<file path="src/rtl/frame_cfg_sched_pkg.sv">
`default_nettype none
//==============================================================================
// Module      : frame_cfg_pkg
// Description : Mode/state encodings and default widths for frame_cfg_sched.
// Revision    : 1.0 - initial release
//==============================================================================
package frame_cfg_pkg;

    localparam int DEF_BRIGHT_W    = 8;
    localparam int DEF_BRIGHT_STEP = 8;
    localparam int DEF_CON_W       = 4;
    localparam int DEF_CON_DEF     = 4;

    localparam logic [1:0] MODE_PASS  = 2'd0;
    localparam logic [1:0] MODE_GRAY  = 2'd1;
    localparam logic [1:0] MODE_GREEN = 2'd2;
    localparam logic [1:0] MODE_CDET  = 2'd3;

    localparam logic [0:0] ACTIVE = 1'b0;
    localparam logic [0:0] BLANK  = 1'b1;

    function automatic logic [3:0] mode_onehot(input logic [1:0] m);
        logic [3:0] v;
        v = 4'b0001;
        case (m)
            MODE_PASS:  v = 4'b0001;
            MODE_GRAY:  v = 4'b0010;
            MODE_GREEN: v = 4'b0100;
            MODE_CDET:  v = 4'b1000;
            default:    v = 4'b0001;
        endcase
        return v;
    endfunction

endpackage
`default_nettype wire

</file>
<file path="src/rtl/frame_cfg_sched_if.sv">
`default_nettype none
//==============================================================================
// Module      : frame_cfg_sched_if
// Description : Control pulses in, committed datapath configuration out.
// Revision    : 1.0 - initial release
//==============================================================================
interface frame_cfg_sched_if #(
    parameter int BRIGHT_W = 8,
    parameter int CON_W    = 4
) ();
    logic                       frame_en;
    logic                       binc;
    logic                       bdec;
    logic                       cinc;
    logic                       cdec;
    logic                       mode_next;
    logic                       mode_lock;
    logic signed [BRIGHT_W-1:0] bright_off;
    logic [CON_W-1:0]           con_gain;
    logic [1:0]                 mode;
    logic [3:0]                 mode_en;
    logic                       cfg_busy;
    logic                       upd_strobe;

    modport master (
        output frame_en, binc, bdec, cinc, cdec, mode_next, mode_lock,
        input  bright_off, con_gain, mode, mode_en, cfg_busy, upd_strobe
    );

    modport slave (
        input  frame_en, binc, bdec, cinc, cdec, mode_next, mode_lock,
        output bright_off, con_gain, mode, mode_en, cfg_busy, upd_strobe
    );
endinterface
`default_nettype wire

</file>
<file path="src/rtl/frame_cfg_sched_sat_step_reg.sv">
`default_nettype none
//==============================================================================
// Module      : sat_step_reg
// Description : Register stepped up/down by inc/dec pulses, clamped to [MIN,MAX].
// Revision    : 1.0 - initial release
//==============================================================================
module sat_step_reg #(
    parameter int W       = 8,
    parameter bit SIGNED  = 1'b1,
    parameter int STEP    = 1,
    parameter int MIN     = 0,
    parameter int MAX     = 255,
    parameter int RST_VAL = 0
) (
    input  wire logic         clk,
    input  wire logic         rst,
    input  wire logic         inc,
    input  wire logic         dec,
    output logic [W-1:0]      value,
    output logic [W-1:0]      value_nxt
);
    localparam logic [W-1:0] c_rst = RST_VAL[W-1:0];

    logic [W-1:0] r_val;
    logic [W-1:0] w_nxt;
    logic         w_up_req;
    logic         w_dn_req;

    // Opposing pulses in one cycle cancel out.
    assign w_up_req = inc & ~dec;
    assign w_dn_req = dec & ~inc;

    generate
        if (SIGNED) begin : g_signed
            localparam logic signed [W:0] c_step = STEP[W:0];
            localparam logic signed [W:0] c_min  = MIN[W:0];
            localparam logic signed [W:0] c_max  = MAX[W:0];
            logic signed [W:0] w_cur;
            logic signed [W:0] w_up;
            logic signed [W:0] w_dn;

            assign w_cur = {r_val[W-1], r_val};
            assign w_up  = w_cur + c_step;
            assign w_dn  = w_cur - c_step;

            always_comb begin
                w_nxt = r_val;
                if (w_up_req) begin
                    w_nxt = (w_up > c_max) ? c_max[W-1:0] : w_up[W-1:0];
                end else if (w_dn_req) begin
                    w_nxt = (w_dn < c_min) ? c_min[W-1:0] : w_dn[W-1:0];
                end
            end
        end else begin : g_unsigned
            localparam logic [W:0] c_step = STEP[W:0];
            localparam logic [W:0] c_min  = MIN[W:0];
            localparam logic [W:0] c_max  = MAX[W:0];
            logic [W:0] w_cur;
            logic [W:0] w_up;
            logic [W:0] w_dn;

            assign w_cur = {1'b0, r_val};
            assign w_up  = w_cur + c_step;
            assign w_dn  = w_cur - c_step;

            always_comb begin
                w_nxt = r_val;
                if (w_up_req) begin
                    w_nxt = (w_up > c_max) ? c_max[W-1:0] : w_up[W-1:0];
                end else if (w_dn_req) begin
                    w_nxt = ((w_cur < c_step) || (w_dn < c_min)) ? c_min[W-1:0] : w_dn[W-1:0];
                end
            end
        end
    endgenerate

    always_ff @(posedge clk) begin
        if (rst) begin
            r_val <= c_rst;
        end else begin
            r_val <= w_nxt;
        end
    end

    assign value     = r_val;
    assign value_nxt = w_nxt;

endmodule
`default_nettype wire

</file>
<file path="src/rtl/frame_cfg_sched.sv">
`default_nettype none
//==============================================================================
// Module      : frame_cfg_sched
// Description : Shadows brightness/contrast/mode requests and commits them on
//               the frame boundary, inserting one blanked frame on mode change.
// Revision    : 1.0 - initial release
//==============================================================================
module frame_cfg_sched
    import frame_cfg_pkg::*;
#(
    parameter int BRIGHT_W    = DEF_BRIGHT_W,
    parameter int BRIGHT_STEP = DEF_BRIGHT_STEP,
    parameter int CON_W       = DEF_CON_W,
    parameter int CON_DEF     = DEF_CON_DEF
) (
    input  wire logic         clk,
    input  wire logic         rst,
    frame_cfg_sched_if.slave  bus
);
    localparam logic [CON_W-1:0] c_con_def = CON_DEF[CON_W-1:0];

    logic [BRIGHT_W-1:0] w_pend_bright;
    logic [BRIGHT_W-1:0] w_pend_bright_nxt;
    logic [CON_W-1:0]    w_pend_con;
    logic [CON_W-1:0]    w_pend_con_nxt;
    logic [1:0]          r_pend_mode;
    logic [1:0]          w_pend_mode_nxt;

    logic [0:0]          r_state;
    logic [0:0]          w_state_nxt;
    logic [BRIGHT_W-1:0] r_bright;
    logic [BRIGHT_W-1:0] w_bright_nxt;
    logic [CON_W-1:0]    r_con;
    logic [CON_W-1:0]    w_con_nxt;
    logic [1:0]          r_mode;
    logic [1:0]          w_mode_nxt;
    logic [3:0]          r_mode_en;
    logic [3:0]          w_mode_en_nxt;
    logic                r_upd;
    logic                w_upd_nxt;
    logic                r_busy;
    logic                w_busy_nxt;

    logic                w_bright_dirty;
    logic                w_con_dirty;
    logic                w_mode_dirty;

    sat_step_reg #(
        .W       (BRIGHT_W),
        .SIGNED  (1'b1),
        .STEP    (BRIGHT_STEP),
        .MIN     (-(2 ** (BRIGHT_W - 1))),
        .MAX     ((2 ** (BRIGHT_W - 1)) - 1),
        .RST_VAL (0)
    ) u_pend_bright (
        .clk       (clk),
        .rst       (rst),
        .inc       (bus.binc),
        .dec       (bus.bdec),
        .value     (w_pend_bright),
        .value_nxt (w_pend_bright_nxt)
    );

    sat_step_reg #(
        .W       (CON_W),
        .SIGNED  (1'b0),
        .STEP    (1),
        .MIN     (0),
        .MAX     ((2 ** CON_W) - 1),
        .RST_VAL (CON_DEF)
    ) u_pend_con (
        .clk       (clk),
        .rst       (rst),
        .inc       (bus.cinc),
        .dec       (bus.cdec),
        .value     (w_pend_con),
        .value_nxt (w_pend_con_nxt)
    );

    // A locked mode_next is dropped outright rather than held for later.
    assign w_pend_mode_nxt = (bus.mode_next && !bus.mode_lock) ? r_pend_mode + 2'd1 : r_pend_mode;

    always_ff @(posedge clk) begin
        if (rst) begin
            r_pend_mode <= MODE_PASS;
        end else begin
            r_pend_mode <= w_pend_mode_nxt;
        end
    end

    assign w_bright_dirty = (w_pend_bright != r_bright);
    assign w_con_dirty    = (w_pend_con != r_con);
    assign w_mode_dirty   = (r_pend_mode != r_mode);

    always_ff @(posedge clk) begin
        if (rst) begin
            r_state <= ACTIVE;
        end else begin
            r_state <= w_state_nxt;
        end
    end

    always_comb begin
        w_state_nxt = r_state;
        case (r_state)
            ACTIVE:  if (bus.frame_en && w_mode_dirty) w_state_nxt = BLANK;
            BLANK:   if (bus.frame_en) w_state_nxt = ACTIVE;
            default: w_state_nxt = ACTIVE;
        endcase
    end

    // Commits use the pending values registered before this cycle's pulses.
    always_comb begin
        w_bright_nxt  = r_bright;
        w_con_nxt     = r_con;
        w_mode_nxt    = r_mode;
        w_mode_en_nxt = r_mode_en;
        w_upd_nxt     = 1'b0;
        if (bus.frame_en) begin
            if (w_bright_dirty) begin
                w_bright_nxt = w_pend_bright;
                w_upd_nxt    = 1'b1;
            end
            if (w_con_dirty) begin
                w_con_nxt = w_pend_con;
                w_upd_nxt = 1'b1;
            end
            case (r_state)
                ACTIVE: begin
                    if (w_mode_dirty) begin
                        w_mode_en_nxt = 4'b0000;
                        w_upd_nxt     = 1'b1;
                    end
                end
                BLANK: begin
                    w_mode_nxt    = r_pend_mode;
                    w_mode_en_nxt = mode_onehot(r_pend_mode);
                    w_upd_nxt     = 1'b1;
                end
                default: ;
            endcase
        end
    end

    assign w_busy_nxt = (w_pend_bright_nxt != w_bright_nxt) ||
                        (w_pend_con_nxt != w_con_nxt) ||
                        (w_pend_mode_nxt != w_mode_nxt) ||
                        (w_state_nxt != ACTIVE);

    always_ff @(posedge clk) begin
        if (rst) begin
            r_bright  <= '0;
            r_con     <= c_con_def;
            r_mode    <= MODE_PASS;
            r_mode_en <= 4'b0001;
            r_upd     <= 1'b0;
            r_busy    <= 1'b0;
        end else begin
            r_bright  <= w_bright_nxt;
            r_con     <= w_con_nxt;
            r_mode    <= w_mode_nxt;
            r_mode_en <= w_mode_en_nxt;
            r_upd     <= w_upd_nxt;
            r_busy    <= w_busy_nxt;
        end
    end

    assign bus.bright_off = r_bright;
    assign bus.con_gain   = r_con;
    assign bus.mode       = r_mode;
    assign bus.mode_en    = r_mode_en;
    assign bus.cfg_busy   = r_busy;
    assign bus.upd_strobe = r_upd;

endmodule
`default_nettype wire

</file>
<file path="src/flat_wrapper.sv">
// flat-port wrapper written by rule: the top's interface ports become plain ports
module frame_cfg_sched_flat import frame_cfg_pkg::*;
#(
    parameter int BRIGHT_W    = DEF_BRIGHT_W,
    parameter int BRIGHT_STEP = DEF_BRIGHT_STEP,
    parameter int CON_W       = DEF_CON_W,
    parameter int CON_DEF     = DEF_CON_DEF
)
  (clk, rst, bus_frame_en, bus_binc, bus_bdec, bus_cinc, bus_cdec, bus_mode_next, bus_mode_lock, bus_bright_off, bus_con_gain, bus_mode, bus_mode_en, bus_cfg_busy, bus_upd_strobe);
  frame_cfg_sched_if #(.BRIGHT_W(BRIGHT_W), .CON_W(CON_W)) bus_i ();
  input  wire logic clk;
  input  wire logic rst;
  input wire logic [$bits(bus_i.frame_en)-1:0] bus_frame_en;
  input wire logic [$bits(bus_i.binc)-1:0] bus_binc;
  input wire logic [$bits(bus_i.bdec)-1:0] bus_bdec;
  input wire logic [$bits(bus_i.cinc)-1:0] bus_cinc;
  input wire logic [$bits(bus_i.cdec)-1:0] bus_cdec;
  input wire logic [$bits(bus_i.mode_next)-1:0] bus_mode_next;
  input wire logic [$bits(bus_i.mode_lock)-1:0] bus_mode_lock;
  output wire logic [$bits(bus_i.bright_off)-1:0] bus_bright_off;
  output wire logic [$bits(bus_i.con_gain)-1:0] bus_con_gain;
  output wire logic [$bits(bus_i.mode)-1:0] bus_mode;
  output wire logic [$bits(bus_i.mode_en)-1:0] bus_mode_en;
  output wire logic [$bits(bus_i.cfg_busy)-1:0] bus_cfg_busy;
  output wire logic [$bits(bus_i.upd_strobe)-1:0] bus_upd_strobe;
  assign bus_i.frame_en = bus_frame_en;
  assign bus_i.binc = bus_binc;
  assign bus_i.bdec = bus_bdec;
  assign bus_i.cinc = bus_cinc;
  assign bus_i.cdec = bus_cdec;
  assign bus_i.mode_next = bus_mode_next;
  assign bus_i.mode_lock = bus_mode_lock;
  assign bus_bright_off = bus_i.bright_off;
  assign bus_con_gain = bus_i.con_gain;
  assign bus_mode = bus_i.mode;
  assign bus_mode_en = bus_i.mode_en;
  assign bus_cfg_busy = bus_i.cfg_busy;
  assign bus_upd_strobe = bus_i.upd_strobe;
  frame_cfg_sched #(.BRIGHT_W(BRIGHT_W), .BRIGHT_STEP(BRIGHT_STEP), .CON_W(CON_W), .CON_DEF(CON_DEF)) u_core (.clk(clk), .rst(rst), .bus(bus_i));
endmodule
</file>
<file path="config.mk">
export PLATFORM = sky130hd
export DESIGN_NAME = frame_cfg_sched_flat
export DESIGN_NICKNAME = d
export VERILOG_FILES = /design/src/rtl/frame_cfg_sched_pkg.sv /design/src/rtl/frame_cfg_sched_if.sv /design/src/rtl/frame_cfg_sched_sat_step_reg.sv /design/src/rtl/frame_cfg_sched.sv /design/src/flat_wrapper.sv
export SDC_FILE = /design/constraint.sdc
export NUM_CORES = 1
export LEC_CHECK = 0
export ABC_AREA = 1
export CAP_MARGIN = 20
export CORE_MARGIN = 2
export CORE_UTILIZATION = 30
export CTS_BUF_LIST = sky130_fd_sc_hd__clkbuf_4 sky130_fd_sc_hd__clkbuf_8
export CTS_CLUSTER_DIAMETER = 200
export CTS_CLUSTER_SIZE = 16
export DETAILED_ROUTE_END_ITERATION = 8
export PLACE_DENSITY_LB_ADDON = 0.12
export SLEW_MARGIN = 20
export SYNTH_ARGS = -nofsm -noshare
export SYNTH_HDL_FRONTEND = slang
export SYNTH_SLANG_ARGS = --single-unit
export TNS_END_PERCENT = 20
</file>
<file path="constraint.sdc">
create_clock -name clk -period 4.2 [get_ports clk]
set_input_delay 0.42 -clock clk [delete_from_list [all_inputs] [get_ports clk]]
set_output_delay 0.42 -clock clk [all_outputs]
set_load 0.02 [all_outputs]
</file>
* After elaboration in Yosys (flattened, before gate mapping)
Cells that the tools add are included.
** Storage, ports and cells
- Bits in registers :: 35
- Bits of input ports :: 9
- Output and inout port bits :: 20
- Word-level logic and storage cells :: 75
** Cells by class
- $add $sub $neg :: 5
- Magnitude comparators :: 5
- Equal/unequal tests :: 10
- Multiplexer cells :: 25
- Bitwise operators :: 10
- Reduce and logical (&&, ||, !) cells :: 10
** Operator list (count)
- two-way mux 8 bit :: 6
- two-way mux 4 bit :: 7
- inequality test 8 bit :: 2
- case mux 4 bit (4 select lines) :: 1
- adder 8 x 5 -> 9 bit (second input constant) :: 1
- greater-than comparator 9 x 8 -> 1 bit (second input constant) :: 1
- < comparator 9 x 8 -> 1 bit (second input constant) :: 1
- subtractor 8 x 5 -> 9 bit (second input constant) :: 1
- inequality test 4 bit :: 2
- case mux 4 bit (2 select lines) :: 1
- two-way mux 2 bit :: 3
- inverter 1 bit :: 6
- adder 4 x 1 -> 5 bit (second input constant) :: 1
- greater-than comparator 5 x 4 -> 1 bit (second input constant) :: 1
- < comparator 5 x 1 -> 1 bit (second input constant) :: 1
- two-way mux 1 bit :: 5
- subtractor 4 x 1 -> 5 bit (second input constant) :: 1
- AND 1 bit :: 4
- equality test 2 bit (second input constant) :: 2
- logical OR 1 bit :: 4
- < comparator 4 x 1 -> 1 bit (second input constant) :: 1
- inequality test 2 bit :: 2
- case mux 1 bit (2 select lines) :: 2
- adder 2 x 1 -> 2 bit (second input constant) :: 1
- other kinds (7) :: 8

* Depth between registers and ports, before layout
Gate-level depths: netlist (run 1).
- Depth after elaboration :: 10
- Mapped depth :: 17
- Mapped depth without buffers :: 17

* By module
Synthesis (run 1) repeated with hierarchy kept, for this count alone.
** Unflattened totals
- Cells, all modules :: 391
- Area, all modules :: 2473.6 um^2
** By module, submodules not included
- frame_cfg_sched :: instances 1, cells an instance 232, area each 1467.7 um^2, sequential area each 460.4 um^2
- sat_step_reg at u_core.u_pend_bright :: instances 1, cells an instance 100, area each 670.6 um^2, sequential area each 160.2 um^2
- sat_step_reg at u_core.u_pend_con :: instances 1, cells an instance 59, area each 335.3 um^2, sequential area each 80.1 um^2

* Least setup slack after synthesis (run 1)
Ideal clock, no wire load.
- Path type :: reg2reg
- Start point :: reg u_core.u_pend_bright.r_val[3], in the netlist u_core.u_pend_bright.value[3]
- End point :: reg u_core.r_busy, in the netlist u_core.bus.cfg_busy
- Setup time :: 117 ps
- Arrival :: 1705 ps
- Required time :: 4083 ps
- Slack :: 2378 ps
- Stages on the path, launching flop included :: 17
- Buffers on the path :: 0
- Clock period less this slack :: 1822 ps
- Cell sequence :: dfxtp_1 inv_2 ha_1 nand2_2 nand2_1 nor2_2 nand2_1 nand2_2 nand2_4 nand2_2 nand2_2 nand2_1 nand2_1 nor2_1 nand3_1 nor2_1 nor2_1
** Between the ends
- Word-level cells in the longest chain between the ends :: 9
- Elaborated cells on any way between the ends :: 15
- Those cells by class :: add/sub: 2; order compare: 2; eq/ne: 2; mux: 6; reduce/logical: 3
** Ends and longest elaborated chain
- start, declared :: RTL line frame_cfg_sched_sat_step_reg.sv:24 : logic [W-1:0] r_val;
- start signal, assigned :: RTL line frame_cfg_sched_sat_step_reg.sv:79 : r_val <= c_rst;
- start signal, assigned :: RTL line frame_cfg_sched_sat_step_reg.sv:81 : r_val <= w_nxt;
- subtractor 8 x 5 -> 9 bit :: RTL line frame_cfg_sched_sat_step_reg.sv:44 : assign w_dn = w_cur - c_step;
- < comparator 9 x 8 -> 1 bit :: RTL line frame_cfg_sched_sat_step_reg.sv:51 : w_nxt = (w_dn < c_min) ? c_min[W-1:0] : w_dn[W-1:0];
- two-way mux 8 bit :: RTL line frame_cfg_sched_sat_step_reg.sv:51
- two-way mux 8 bit :: RTL line frame_cfg_sched_sat_step_reg.sv:50 : end else if (w_dn_req) begin
- two-way mux 8 bit :: RTL line frame_cfg_sched_sat_step_reg.sv:48 : if (w_up_req) begin
- inequality test 8 bit (*) :: RTL line frame_cfg_sched.sv:145 : assign w_busy_nxt = (w_pend_bright_nxt != w_bright_nxt) ||
- logical OR 1 bit (*) :: RTL line frame_cfg_sched.sv:145
- logical OR 1 bit (*) :: RTL line frame_cfg_sched.sv:146 : (w_pend_con_nxt != w_con_nxt) ||
- logical OR 1 bit (*) :: RTL line frame_cfg_sched.sv:147 : (w_pend_mode_nxt != w_mode_nxt) ||
- end signal, assigned :: RTL line frame_cfg_sched.sv:164 : r_busy <= w_busy_nxt;
- end, declared :: RTL line frame_cfg_sched.sv:41 : logic r_busy;
Every way passes the cells marked *; elsewhere a longest branch is shown, timed or not.
A chain may end at the register's enable or synchronous reset.

* Worst setup path in the final report (run 1)
- Start point :: in bus_frame_en
- End point :: reg u_core.r_busy, in the netlist u_core.bus.cfg_busy
** Between the ends
- Word-level cells in the longest chain between the ends :: 5
- Elaborated cells on any way between the ends :: 13
- Those cells by class :: eq/ne: 3; mux: 6; reduce/logical: 4
** Ends and longest elaborated chain
- start, declared :: RTL line flat_wrapper.sv:13 : input wire logic [$bits(bus_i.frame_en)-1:0] bus_frame_en;
- two-way mux 8 bit / two-way mux 4 bit (equally long branches) :: RTL line frame_cfg_sched.sv:119 : if (bus.frame_en) begin
- inequality test 8 bit / inequality test 4 bit (equally long branches) :: RTL line frame_cfg_sched.sv:145, frame_cfg_sched.sv:146
- logical OR 1 bit :: RTL line frame_cfg_sched.sv:145
- logical OR 1 bit :: RTL line frame_cfg_sched.sv:146
- logical OR 1 bit (*) :: RTL line frame_cfg_sched.sv:147
Marks and branches as above.

==> results.md, run 1 <==
- Status: finished, final reports clean
- Core outline area: 0.00761 sq mm
- Top_reg_cell synth: dfxtp_1
- Post-DP HPWL: 4.28 mm
- Reg area: 701 sq um
- GRT busiest layer: met2
- Post-route cell area: 0.00277 sq mm
- Post-Syn Instances: 351
- PD cells: 329 mW/mm^2
- Setup tns final: 0 ps
- Drt wl/cell: 11.9 um
- Final ANT Viol Nets: 0
- Max rail drop VDD: 0.127 mV
- Hold_buf cts: 0
- Multi-input logic area: 0.00141 sq mm
- Top cells by count, synth: nand2_1 (101), nor2_1 (43), dfxtp_1 (35)
- Diodes inserted: 0
- Max cap viols: 0
- Fill cells: 846
- RSZ-0062 raised after global routing: no
- First-pass GRT wire length: 9.51 mm
- Vias: 2,156
- Port bufs: 28
- CP Class: input pin to flip-flop
- Initial antenna violation count: 0
- Synth area leaders: dfxtp_1 (30%), nand2_1 (16%), nor2_1 (7.0%), nand3_1 (6.3%), inv_1 (5.2%)
- Post-synth ARST share: 0%
- Max-slew headroom: 43.4%
- Final min period: 2340 ps
- Syn_area_per_cell: 6.61 sq um
- Fin. max-slew vios: 0
- Top-area cell type share of the netlist area: 30.2%
- Proportion of layout cells with a drive suffix above 1: 9.26%
- DIE WIDTH: 91.9 um
- H-tree levels: 2
- Cell with the most instances after synthesis: nand2_1
- Drt initial violations: 121
- Hold_sp: u_core.bus.mode_en[1]
- Sequential share of the synthesized area: 30.2%
- Maximum number of pins on one net before global-route repair: 23
- Syn nets: 369
- Nets: 395
- Area Overhead vs Synth: 19.3%
- Post-Syn Area: 0.00232 sq mm
- Ys Warns: 0
- Hold slack final: 467 ps
- CP max FO: 15
- Routing usage on met3: 2.55%
- GRT Util Overall: 13.9%
- #FFs+latches synth: 35
- Crit end category: flip-flop
- Critical Path Source Type: input pin
- Top cell type by total area after synthesis: dfxtp_1
- Num ports: 29
- Yosys cell types: 34
- Leakage: 1.29 nW
- Final Hold Vio Count: 0
- Starting Density: 30.5%
- Vias per inst: 4.49
- Critical Path Start: bus_frame_en
- Die ar.: 0.00845 sq mm
- Min-delay worst type: flip-flop to flip-flop
- Drt pass-1 iters: 4
- FF-to-FF Start: u_core.u_pend_bright.value[3]
- Slew of the pin with the lowest slew margin: 846 ps
- Worst-skew pair later-pin latency: 290 ps
- Clock Sinks: 35
- Highest clock rate: 428 MHz
- Post-CTS setup buffers: 0
- Final period util: 55.6%
- Area of placed instances: 0.00268 sq mm
- Via count of the first global-routing pass: 1,977
- CTS tree: built
- CTS resizes: 0
- # rows: 32
- Drt total wl: 5.70 mm
- GPL Wtd Cong: 0.820
- Drc violations: 0
- Clk root buf: clkbuf_8
- Worst EP required: 4350 ps
- Post-synth EDFFs: 0
- Total grt overflow: 0
- Setup Skew: 6.06 ps
- Clock-pin slew on the worst setup and hold paths: 80 ps
- CTS max path bufs: 2
- Critical Path AT: 2490 ps
- Die height: 91.9 um
- FF-to-FF setup slack: 2010 ps
- Cts bufs inserted: 5
- Met1 Use GR: 19.9%
- Met2 Resource Use GR: 21.5%
- Final setup vio count: 0
-- per-stage QoR --
step           total power, mW  worst slack [ps]  std cells  utilization, %
2_1_floorplan            0.593              2380        351               -
3_3_place_gp             0.669              1570        472            35.2
3_5_place_dp             0.667              1520        472            35.2
4_1_cts                  0.926              1830        480            36.4
5_1_grt                  0.981              1600        480            36.4
6_report                 0.911              1860        480            36.4
-- cell type report --
| cell class | count | area share, % |
|---|---|---|
| Clock buffer | 5 | 2.49 |
| Clock inverter | 3 | 0.724 |
| Inverter | 38 | 5.16 |
| Multi-Input combinational cell | 267 | 51.0 |
| Sequential cell | 35 | 25.3 |
| Tap cell | 102 | 4.61 |
| Timing Repair Buffer | 30 | 10.7 |
-- kinds of logic (layout without fill, tap and decap cells) --
family                     Yosys count  count (layout)  synth area share, %
AOI/OAI and AO/OA                   35              35                 8.58
and+or+nand+nor                    201             201                 38.6
adders and majority gates            9               9                 4.86
xor gates and xnor gates            19              19                 7.50
muxes                                3               3                 1.30
DFF                                 35              35                 30.2
buffers and inverters               49              76                 8.90
-- registers in the layout, indices dropped and copies added, names as in the netlist --
name	count
u_core.bus.bright_off	8
u_core.bus.cfg_busy	1
u_core.r_state	1
u_core.bus.upd_strobe	1
u_core.u_pend_con.value	4
u_core.r_pend_mode	2
u_core.bus.mode	2
u_core.u_pend_bright.value	8
u_core.bus.mode_en	4
u_core.bus.con_gain	4
-- worst max-delay path: stages --
cell and delay (ps):
clkdlybuf4s50_1 730, buf_4 300, nand2_2 120, nand2_1 80, nand2_1 60, nand2_1 70, nand2_1 50, nor2_1 120
nand3_1 80, nor2_1 90, nand2_1 60, nor2_1 90, nand3_1 70, nor2_1 100, nor2_1 40
-- power breakdown --
group / internal [mW] / switching [mW]
Sequential: 0.355 / 0.0355
Combinational: 0.107 / 0.163
Clock: 0.116 / 0.136
Total: 0.577 / 0.334
-- cells in the final DEF, fill, tap and decap left out, types with 2 or more instances in the layout --
master             n
dfxtp_1           35
nand2_1          101
ha_1               9
xor2_1            11
xnor2_1            7
clkinvlp_4         2
o21ai_0           11
nand2_2            8
nor2_4             2
buf_4              2
a21oi_1           11
nand3_1           29
clkbuf_8           5
nor2_1            43
nand4_1            4
clkdlybuf4s50_1   28
o211ai_1           5
nor2_2             4
o21ai_1            4
mux2i_1            3
nand3b_1           4
nor4_1             2
inv_2              6
inv_1             32
-- worst paths after layout --
| kind | cells past startpoint | endpoint |
|---|---|---|
| max | 15 | u_core.bus.cfg_busy |
| max reg2reg | 14 | u_core.bus.cfg_busy |
| min reg2reg | 2 | u_core.bus.mode_en[1] |
| min | 2 | u_core.bus.mode_en[1] |
-- layer usage --
layer | part of all wire [%] | up-vias
met3 | 2.3 | 2
met1 | 54 | 964
met5 | 0 | -
li1 | - | 1164
met2 | 43 | 26
met4 | 0.65 | 0
No activity file was read; power rests on OpenSTA's default activity.
==> run 2: changes to the inputs <==
==> constraint.sdc (replaced) <==
create_clock -name clk -period 2.17 [get_ports clk]
set_input_delay 0.217 -clock clk [delete_from_list [all_inputs] [get_ports clk]]
set_output_delay 0.217 -clock clk [all_outputs]
set_load 0.02 [all_outputs]
==> results.md, run 2 (synthesis results as in run 1) <==
- Hold_buf cts: 0 (unchanged)
- Initial antenna violation count: 0 (unchanged)
- GRT Util Overall: 14.2% (+0.23 points)
- Setup Skew: 6.67 ps (+0.601 ps)
- Slew of the pin with the lowest slew margin: 376 ps (-470 ps)
- Worst EP required: 2350 ps (-2000 ps)
- Most frequent cells in the layout: nand2_1 (101), nor2_1 (43), dfxtp_1 (33)
- Critical Path AT: 2110 ps (-380 ps)
- Power, Total: 1.81 mW (+99%)
- Core Util, Final: 37.8% (+1.4 points)
- Leakage: 1.35 nW (+5.0%)
- # rows: 32 (unchanged)
- Max rail drop VDD: 0.251 mV (+98%)
- Final setup vio count: 0 (unchanged)
- Setup tns final: 0 ps (unchanged)
- Drc violations: 0 (unchanged)
- Clock Sinks: 35 (unchanged)
- H-tree levels: 2 (unchanged)
- Drt initial violations: 92 (-24%)
- Met3 Wirelength: 196 um (+47%)
- Die height: 91.9 um (unchanged)
- Min-delay worst type: flip-flop to flip-flop
- First-pass GRT wire length: 9.64 mm (+1.4%)
- Final Hold Vio Count: 0 (unchanged)
- Fin. max-slew vios: 0 (unchanged)
- Drt total wl: 5.67 mm (-0.49%)
- Port bufs: 28 (unchanged)
- Crit end category: flip-flop
- Vias per inst: 4.41 (-1.8%)
- Final period util: 88.9%
- Critical Path Source Type: flip-flop
- Leading cell type in the layout, fill and taps excluded: nand2_1
- Cts bufs inserted: 5 (unchanged)
- Diodes inserted: 0 (unchanged)
- Vias: 2,171 (+0.70%)
- GPL Wtd Cong: 0.803 (-2.1%)
- Final min period: 1930 ps
- Worst-skew pair later-pin latency: 290 ps (about the same)
- Num ports: 29 (unchanged)
- Clk root buf: clkbuf_8
- Dpl ws: 109 ps (-1410 ps)
- RSZ-0062 raised after global routing: no
- Die ar.: 0.00845 sq mm (unchanged)
- Starting Density: 30.5% (unchanged)
- CP max FO: 5 (-10)
- CTS max path bufs: 2 (unchanged)
- Uppermost routed layer: met4
- Met2 wire length: 2.38 mm (-3.0%)
- Total grt overflow: 0 (unchanged)
- Nets: 407 (+3.0%)
- PD cells: 631 mW/mm^2 (+92%)
- CP Class: flip-flop to flip-flop
- DIE WIDTH: 91.9 um (unchanged)
- Clock-pin slew on the worst setup and hold paths: 90 ps (about the same)
- Reg area: 706 sq um (+0.71%)
- CTS tree: built
- Max-slew headroom: 74.7% (+31 points)
- Status: finished, final reports clean
- Maximum number of pins on one net before global-route repair: 35 (+52%)
- Area Overhead vs Synth: 24.0%
- Drt wl/cell: 11.5 um (-2.9%)
- Via count of the first global-routing pass: 1,994 (+0.86%)
- Worst Slack Setup Final: 240 ps (-1620 ps)
- Drt pass-1 iters: 4 (unchanged)
- Post-DP HPWL: 4.22 mm (-1.5%)
- Fill cells: 843 (-0.35%)
- M1 wire length: 3.05 mm (-0.78%)
- Final ANT Viol Nets: 0 (unchanged)
- Highest clock rate: 518 MHz
- Max cap viols: 0 (unchanged)
- Multi-input logic area: 0.00141 sq mm (unchanged)
- Proportion of layout cells with a drive suffix above 1: 12.6% (+3.3 points)
- Core outline area: 0.00761 sq mm (unchanged)
[run 2: cell count changes in the layout (fill, tap and decap cells not counted), sizes merged]
| cell | previous run | this run |
|---|---|---|
| buf | 2 | 14 |
[run 2: worst paths after layout]
path | endpoint | startpoint | slack (ps) | depth (start not counted)
setup / recovery | u_core.bus.cfg_busy | u_core.u_pend_bright.value[4] | 240 | 16
setup reg to reg | u_core.bus.cfg_busy | u_core.u_pend_bright.value[4] | 240 | 16
hold reg to reg | u_core.bus.mode_en[1] | u_core.bus.mode_en[1] | 470 | 2
hold / removal | u_core.bus.mode_en[1] | u_core.bus.mode_en[1] | 470 | 2
[run 2: per-stage QoR]
step                hold slack, ps  instances  area (sq um)
global placement               460        484          2780
CTS                            474        492          2870
finish                         470        492          2870
global route                   493        492          2870
floorplan                      432        351          2320
detailed placement             458        484          2780
[run 2: area by class of cell]
class	instances	area share, %
inverter	38	4.96
timing repair buffer	42	13.8
multi-input combinational	267	49.1
clock inverter	3	0.697
tap	102	4.44
clock buffer	5	2.39
sequential	35	24.6
[run 2: critical path: stages (launching register included)]
cell     delay (ps)
dfxtp_4         380
inv_1            60
ha_1            300
nand2_2          70
nand2_1          60
nor2_2           70
nand2_1          60
nand2_2         100
nand2_4          80
nand2_2          80
nand2_2          50
nand2_1          50
nand2_1          50
nor2_1          150
nand3_1         110
nor2_1          100
nor2_1           40
[run 2: report_power, final]
group	internal (mW)	switching (mW)
Clock	0.224	0.281
Sequential	0.687	0.0572
Combinational	0.235	0.329
[run 2: timing repair]
action	4_1_cts	5_1_grt
setup endpoints to repair	0	1
setup buffers	0	0
resized for setup	0	3
[run 2: metal layers]
| layer | global-route usage, % | up-vias |
|---|---|---|
| met5 | 0 | - |
| li1 | - | 1184 |
| met3 | 2.88 | 4 |
| met1 | 20.4 | 943 |
| met4 | 3.73 | 0 |
| met2 | 21.5 | 40 |
